<file path="src/rtl/arith_result_collector.sv">
// Collects sel-indexed arithmetic results into per-channel holding regs and re-serialises them round-robin.
// Latency: capture at edge N -> out_valid/y/sel registered after edge N+1; sustains one result per cycle.
// Backpressure: out_valid&!out_ready freezes the output register and ptr; new captures overwrite pending data (ovf).
module arith_result_collector #(
    parameter int W     = 16,
    parameter int CNT_W = 8
) (
    input  logic             clk,
    input  logic             rst,
    input  logic             el,
    input  logic [3:0]       in_valid,
    input  logic [W-1:0]     y1,
    input  logic [W-1:0]     y2,
    input  logic [W-1:0]     y3,
    input  logic [W-1:0]     y4,
    output logic [W-1:0]     y,
    output logic [1:0]       sel,
    output logic             out_valid,
    input  logic             out_ready,
    output logic [3:0]       ovf,
    output logic [CNT_W-1:0] out_count
);

    logic [W-1:0] hold [4];
    logic [W-1:0] yin  [4];
    logic [3:0]   pend;
    logic [3:0]   cap;
    logic [3:0]   gnt_vec;
    logic [1:0]   ptr;
    logic [1:0]   gnt_idx;
    logic [1:0]   scan_idx;
    logic         gnt_vld;
    logic         free;
    logic         xfer;

    assign yin[0] = y1;
    assign yin[1] = y2;
    assign yin[2] = y3;
    assign yin[3] = y4;

    assign cap  = el ? 4'b0000 : in_valid;
    assign free = !out_valid || out_ready;
    assign xfer = free && gnt_vld;

    // Scan from the farthest offset down so the nearest pending channel to ptr wins.
    always_comb begin
        gnt_vld  = 1'b0;
        gnt_idx  = ptr;
        scan_idx = ptr;
        for (int j = 3; j >= 0; j--) begin
            scan_idx = ptr + 2'(j);
            if (pend[scan_idx]) begin
                gnt_vld = 1'b1;
                gnt_idx = scan_idx;
            end
        end
    end

    assign gnt_vec = xfer ? (4'b0001 << gnt_idx) : 4'b0000;

    always_ff @(posedge clk) begin
        if (rst) begin
            for (int i = 0; i < 4; i++) hold[i] <= '0;
            pend      <= '0;
            ptr       <= '0;
            y         <= '0;
            sel       <= '0;
            out_valid <= 1'b0;
            ovf       <= '0;
            out_count <= '0;
        end else begin
            for (int i = 0; i < 4; i++) begin
                if (cap[i]) hold[i] <= yin[i];
            end
            // A capture on the channel being transferred refills it rather than overwriting it.
            pend <= cap | (pend & ~gnt_vec);
            ovf  <= ovf | (cap & pend & ~gnt_vec);

            if (out_valid && out_ready) out_count <= out_count + CNT_W'(1);

            if (xfer) begin
                y         <= hold[gnt_idx];
                sel       <= gnt_idx;
                out_valid <= 1'b1;
                ptr       <= gnt_idx + 2'd1;
            end else if (free) begin
                out_valid <= 1'b0;
            end
        end
    end

endmodule

</file>
<file path="config.mk">
export PLATFORM = sky130hd
export DESIGN_NAME = arith_result_collector
export DESIGN_NICKNAME = d
export VERILOG_FILES = /design/src/rtl/arith_result_collector.sv
export SDC_FILE = /design/constraint.sdc
export NUM_CORES = 1
export LEC_CHECK = 0
export CORE_MARGIN = 2
export CORE_UTILIZATION = 59
export CTS_CLUSTER_DIAMETER = 100
export DETAILED_ROUTE_END_ITERATION = 10
export DONT_BUFFER_PORTS = 1
export HOLD_SLACK_MARGIN = 0.02
export PLACE_DENSITY = 0.75
export SYNTH_ARGS = -nofsm -noshare
export SYNTH_HDL_FRONTEND = slang
export SYNTH_SLANG_ARGS = --single-unit
</file>
<file path="constraint.sdc">
create_clock -name clk -period 2.1 [get_ports clk]
set_input_delay 0.105 -clock clk [delete_from_list [all_inputs] [get_ports clk]]
set_output_delay 0.105 -clock clk [all_outputs]
set_load 0.02 [all_outputs]
</file>
==> Yosys cells after proc, flatten, opt, wreduce, memory -nomap -nowiden <==
Memory sizes are Yosys's and may differ from the RTL's. A register that Yosys moved wholly into a read port is not among the register bits.
Index checks and enable logic that the tools add are counted.
{ "classes": {"reduce_logical": 5, "shifts": 1, "bitwise": 10, "addsub": 5, "magnitude_cmp": 4, "n_mux": 38} }
{ "ops": {"columns": ["cell", "count"], "rows": [
  ["$mux W16", 4],
  ["$mux W1", 24],
  ["$and A4 B4 Y4", 3],
  ["$lt A2 B3 Y1 const B", 4],
  ["$add A8 B1 Y8 const B", 1],
  ["$bmux W1 S2", 4],
  ["$mux W2", 4],
  ["$mux W4", 2],
  ["$or A4 B4 Y4", 2],
  ["$add A2 B1 Y2 const B", 2],
  ["$add A2 B2 Y2 const B", 2],
  ["$not A4 Y4", 1],
  ["$or A1 B1 Y1", 4],
  ["$shl A1 B2 Y4 const A", 1],
  ["$logic_and A1 B1 Y1", 2],
  ["$reduce_bool A2 Y1", 1],
  ["$logic_not A1 Y1", 1],
  ["$logic_or A1 B1 Y1", 1]
]} }
{ "word_totals": {"regBits": 21, "ramBits": 64, "elab_cells": 70, "memories": 1, "output_inout_bits": 31} }
{ "mem_list": {"columns": ["memory", "depth", "word_bits", "read_ports", "rd_clocked_by_memory_dff", "wr", "line", "rtl"], "rows": [
  ["hold", 4, 16, 1, 1, 4, "24", "logic [W-1:0] hold [4];"]
]} }

==> Logic depth before layout (Yosys ltp) <==
{ "depth": {"depth_word": 12, "ltp_mapped": 8, "mapped_depth_nobuf": 6} }

==> Worst setup path after synthesis <==
OpenSTA, ideal clock, no wires.
{ "synth_timing": {"path_type": "flip-flop to flip-flop", "from": "register pend[3]", "to": "register y[10] (read register of hold)", "path_buffers": 2, "slack_ns": 0.377, "setup_time_ns": 0.114, "arrival_ns": 1.609, "required_time_ns": 1.986, "synth_period_minus_slack_ns": 1.723, "stages_incl_launch_ff": 9, "cell_sequence": "dfxtp_1 > nand3b_1 > o31ai_1 > o31ai_2 > buf_4 > buf_4 > mux2i_1 > o32ai_1 > a21o_1"} }
{ "synth_between": {"elab_chain_len": 7, "word_cells_on_any_way": 17} }
{ "synth_rtl": {"columns": ["element", "line", "rtl"], "rows": [
  ["from (decl)", "26", "logic [3:0] pend;"],
  ["from (signal assigned)", "76", "pend <= cap | (pend & ~gnt_vec);"],
  ["$bmux W1 S2", "52", "if (pend[scan_idx]) begin"],
  ["$mux W1 (not written as such)", "52", null],
  ["$mux W1 (4 in series)", "52", null],
  ["$logic_and A1 B1 Y1", "43", "assign xfer = free && gnt_vld;"],
  ["to (decl)", "16", "output logic [W-1:0] y,"]
]} }
Several ways; a longest one is shown, not always the timed one. The select of a mux whose other input is x is not followed.
A chain may end at the register's enable or synchronous reset.

==> Final worst setup path <==
{ "layout_timing": {"from": "register out_count[0]", "to": "register out_count[6]"} }
{ "layout_between": {"elab_chain_len": 1} }
{ "layout_rtl": {"columns": ["element", "line", "rtl"], "rows": [
  ["from (decl)", "21", "output logic [CNT_W-1:0] out_count"],
  ["from (signal assigned)", "79", "if (out_valid && out_ready) out_count <= out_count + CNT_W'(1);"],
  ["$add A8 B1 Y8", "79", null]
]} }
Every way passes these cells.

==> flow_metrics.tcl <==
set metrics [dict create \
    outcome "finished, final reports clean" \
    ys.flop_type "edfxtp_1" \
    cap_violations 0 \
    clock_latency_ns 0.36 \
    hold_viol_final 0 \
    drive_gt1_share_pct 9.62 \
    core-area_um2 7180 \
    fp.dieW_um 89.7 \
    tns_ns 0 \
    grt_util_met1_pct 27.2 \
    clock.fmax_ghz 0.508 \
    setup_viol 0 \
    syn-cell-area_um2 4330 \
    clock_sinks 101 \
    crit_path_start "out_count[0]" \
    drc 0 \
    num_vias 2902 \
    crit_arrival_ns 2.28 \
    start_kind "register" \
    place_area_um2 4490 \
    min_path_type "in -> reg" \
    crit_path_end_kind "register" \
    rrSetupSlack_ns 0.13 \
    min_period_over_period_pct 93.7 \
    layout.nets 494 \
    grt_pass1_wl_um 15400 \
    routabilityCongestion 0.811 \
    synthTopCellsByCount "and2_1 (64), edfxtp_1 (64), dfxtp_1 (37)" \
    required_ns 2.41 \
    dieArea_um2 8050 \
    ir_drop_mv 0.604 \
    power.leakage_nw 2.12 \
    cts-buffers-inserted 9 \
    maxSlewHeadroom_pct 41.9 \
    crit_end "out_count[6]" \
    yosys_warnings 0 \
    synthArstFlopShare_pct 0 \
    worst_clock_skew_ns 0.0117 \
    avgRoutedWirePerCell_um 18.3 \
    synth_cell_type_count 38 \
    fin_crit_ns 1.97 \
    clkSlewWorstSetupHoldPaths_ns 0.10 \
    antenna_found_initial 0 \
    wl_um 9600 \
    r2r-end "out_count[6]" \
    initial_core_util_pct 60.4 \
    final_area_um2 5390 \
    power_density_nw_per_um2 891 \
    grt_max_degree 40 \
    synthCells 346 \
    ant_nets 0 \
    clock-root-buffer "clkbuf_8" \
    cts_tree "yes" \
    io_pins 103 \
    grt-ovfl-total 0 \
    synth_seq_area_share_pct 61.4 \
    synth_edf_count 64 \
    syn-num-nets 419 \
    ys_ff_latch 101 \
    hold_start "rst" \
    track_usage_pct 24.7 \
    reg2reg_from "out_count[0]" \
    path_max_fanout 4 \
    yosysTopAreaCellShare_pct 44.3 \
    critPathKind "reg -> reg" \
    rows 31 \
    ctsHtreeMaxLevel 3 \
    tightest_slew_ns 0.872 \
    clk_path_buf_depth 2 \
    rsz0062_at_grt "no" \
    vias_per_cell 5.53 \
    placement.io_buffers 0 \
    dpl.hpwl_um 5970 \
    grt_util_met3_pct 6.62 \
    slew_violations 0 \
    drt_iter0_drc 154 \
    avgSynthCellArea_um2 12.5 \
    min_path_cells 2 \
    syn_to_final_growth_pct 24.4 \
    rr_worst_depth 5 \
    top_usage_layer "met2" \
    synth_area_leader_cell "edfxtp_1" \
    grt.met2_usage_pct 45.0 \
    firstDrtPassIters 4 \
    die_h_um 89.7 \
    grt_pass1_vias 3051 \
    synth_area_leaders "edfxtp_1 (44%), dfxtp_1 (17%), and2_1 (9.2%)" \
    antenna_cells 0 \
    total_power_w 0.00480 \
]
-- metrics by stage --
stage | cells | setup WS (ns) | hold slack [ns] | util, %
after global routing | 525 | 0.0125 | 0.0214 | 75.2
after floorplan | 346 | 0.377 | 0.265 | -
after detailed placement | 440 | 0.145 | 0.184 | 62.6
final | 525 | 0.132 | 0.0352 | 75.2
after global placement | 440 | 0.134 | 0.180 | 62.6
after CTS | 524 | 0.0651 | 0.0234 | 75.0
-- area by class of cell --
type | instances | area [um2]
flip-flops and latches | 101 | 2660
fillers | 452 | 1780
multi-input cells | 219 | 1560
repair buffers | 82 | 823
clock buffers | 9 | 124
well taps | 99 | 124
clock inverters | 7 | 72.6
inverters | 8 | 30.0
-- placed cells by master (no fill, tap or decap), types with 8 or more instances in the layout --
master,netlist,layout
nor2_1,18,17
buf_4,3,11
o32ai_1,15,15
o21ai_0,8,8
nand2b_1,11,11
mux2i_1,32,32
inv_1,8,8
dlygate4sd3_1,0,68
a21o_1,15,15
dfxtp_1,37,37
and2_1,64,64
edfxtp_1,64,64
clkbuf_8,0,9
-- critical path, stage by stage (launching register included) --
cell and delay [ns]:
dfxtp_1 0.52, ha_1 0.24, nand4_1 0.15, or3_1 0.34
a21oi_1 0.14, dlygate4sd3_1 0.55
-- cells by family (layout without fill, tap and decap cells) --
| group | count (synthesis) | in the layout | share of synthesized area, % |
|---|---|---|---|
| muxes | 32 | 32 | 7.39 |
| buffers and inverters | 26 | 106 | 2.92 |
| and+or+nand+nor | 122 | 122 | 16.5 |
| AOI/OAI and AO/OA | 57 | 57 | 10.0 |
| adders and majority gates | 1 | 1 | 0.289 |
| xor gates and xnor gates | 7 | 7 | 1.41 |
| DFF | 101 | 101 | 61.4 |
-- power by group --
| group | switching, W | leakage (nW) | total [W] | internal [W] |
|---|---|---|---|---|
| registers | 0.000247 | 0.954 | 0.00257 | 0.00233 |
| clock network | 0.000676 | 0.0976 | 0.00123 | 0.000556 |
| logic | 0.000502 | 1.07 | 0.000997 | 0.000495 |
| total | 0.00142 | 2.12 | 0.00480 | 0.00338 |
-- how the worst min path moves through the flow --
stage                         endpoint  slack (ns)
after floorplan           out_count[1]        0.27
after global placement    out_count[6]        0.18
after detailed placement  out_count[6]        0.18
after CTS                         y[7]        0.02
after global routing              y[8]        0.02
final                             y[7]        0.04
-- registers in the layout, summed over array words and instances, names as in the netlist --
name	count
hold	64
out_count	8
out_valid	1
ovf	4
pend	4
ptr	2
sel	2
y	16
-- routing by layer --
layer | vias up | part of all wire [%]
met1 | 1385 | 38
met2 | 112 | 53
li1 | 1391 | -
met5 | - | 0
met3 | 14 | 7.2
met4 | 0 | 2.1
-- what timing repair did --
item | in CTS | in global routing
endpoints found under the hold margin | 98 | 3
resized for setup | 0 | 1
endpoints found under the setup margin | 0 | 12
hold buffers | 68 | 1
buffers inserted | 0 | 0
Note: power is estimated with default switching activity, not from simulation.
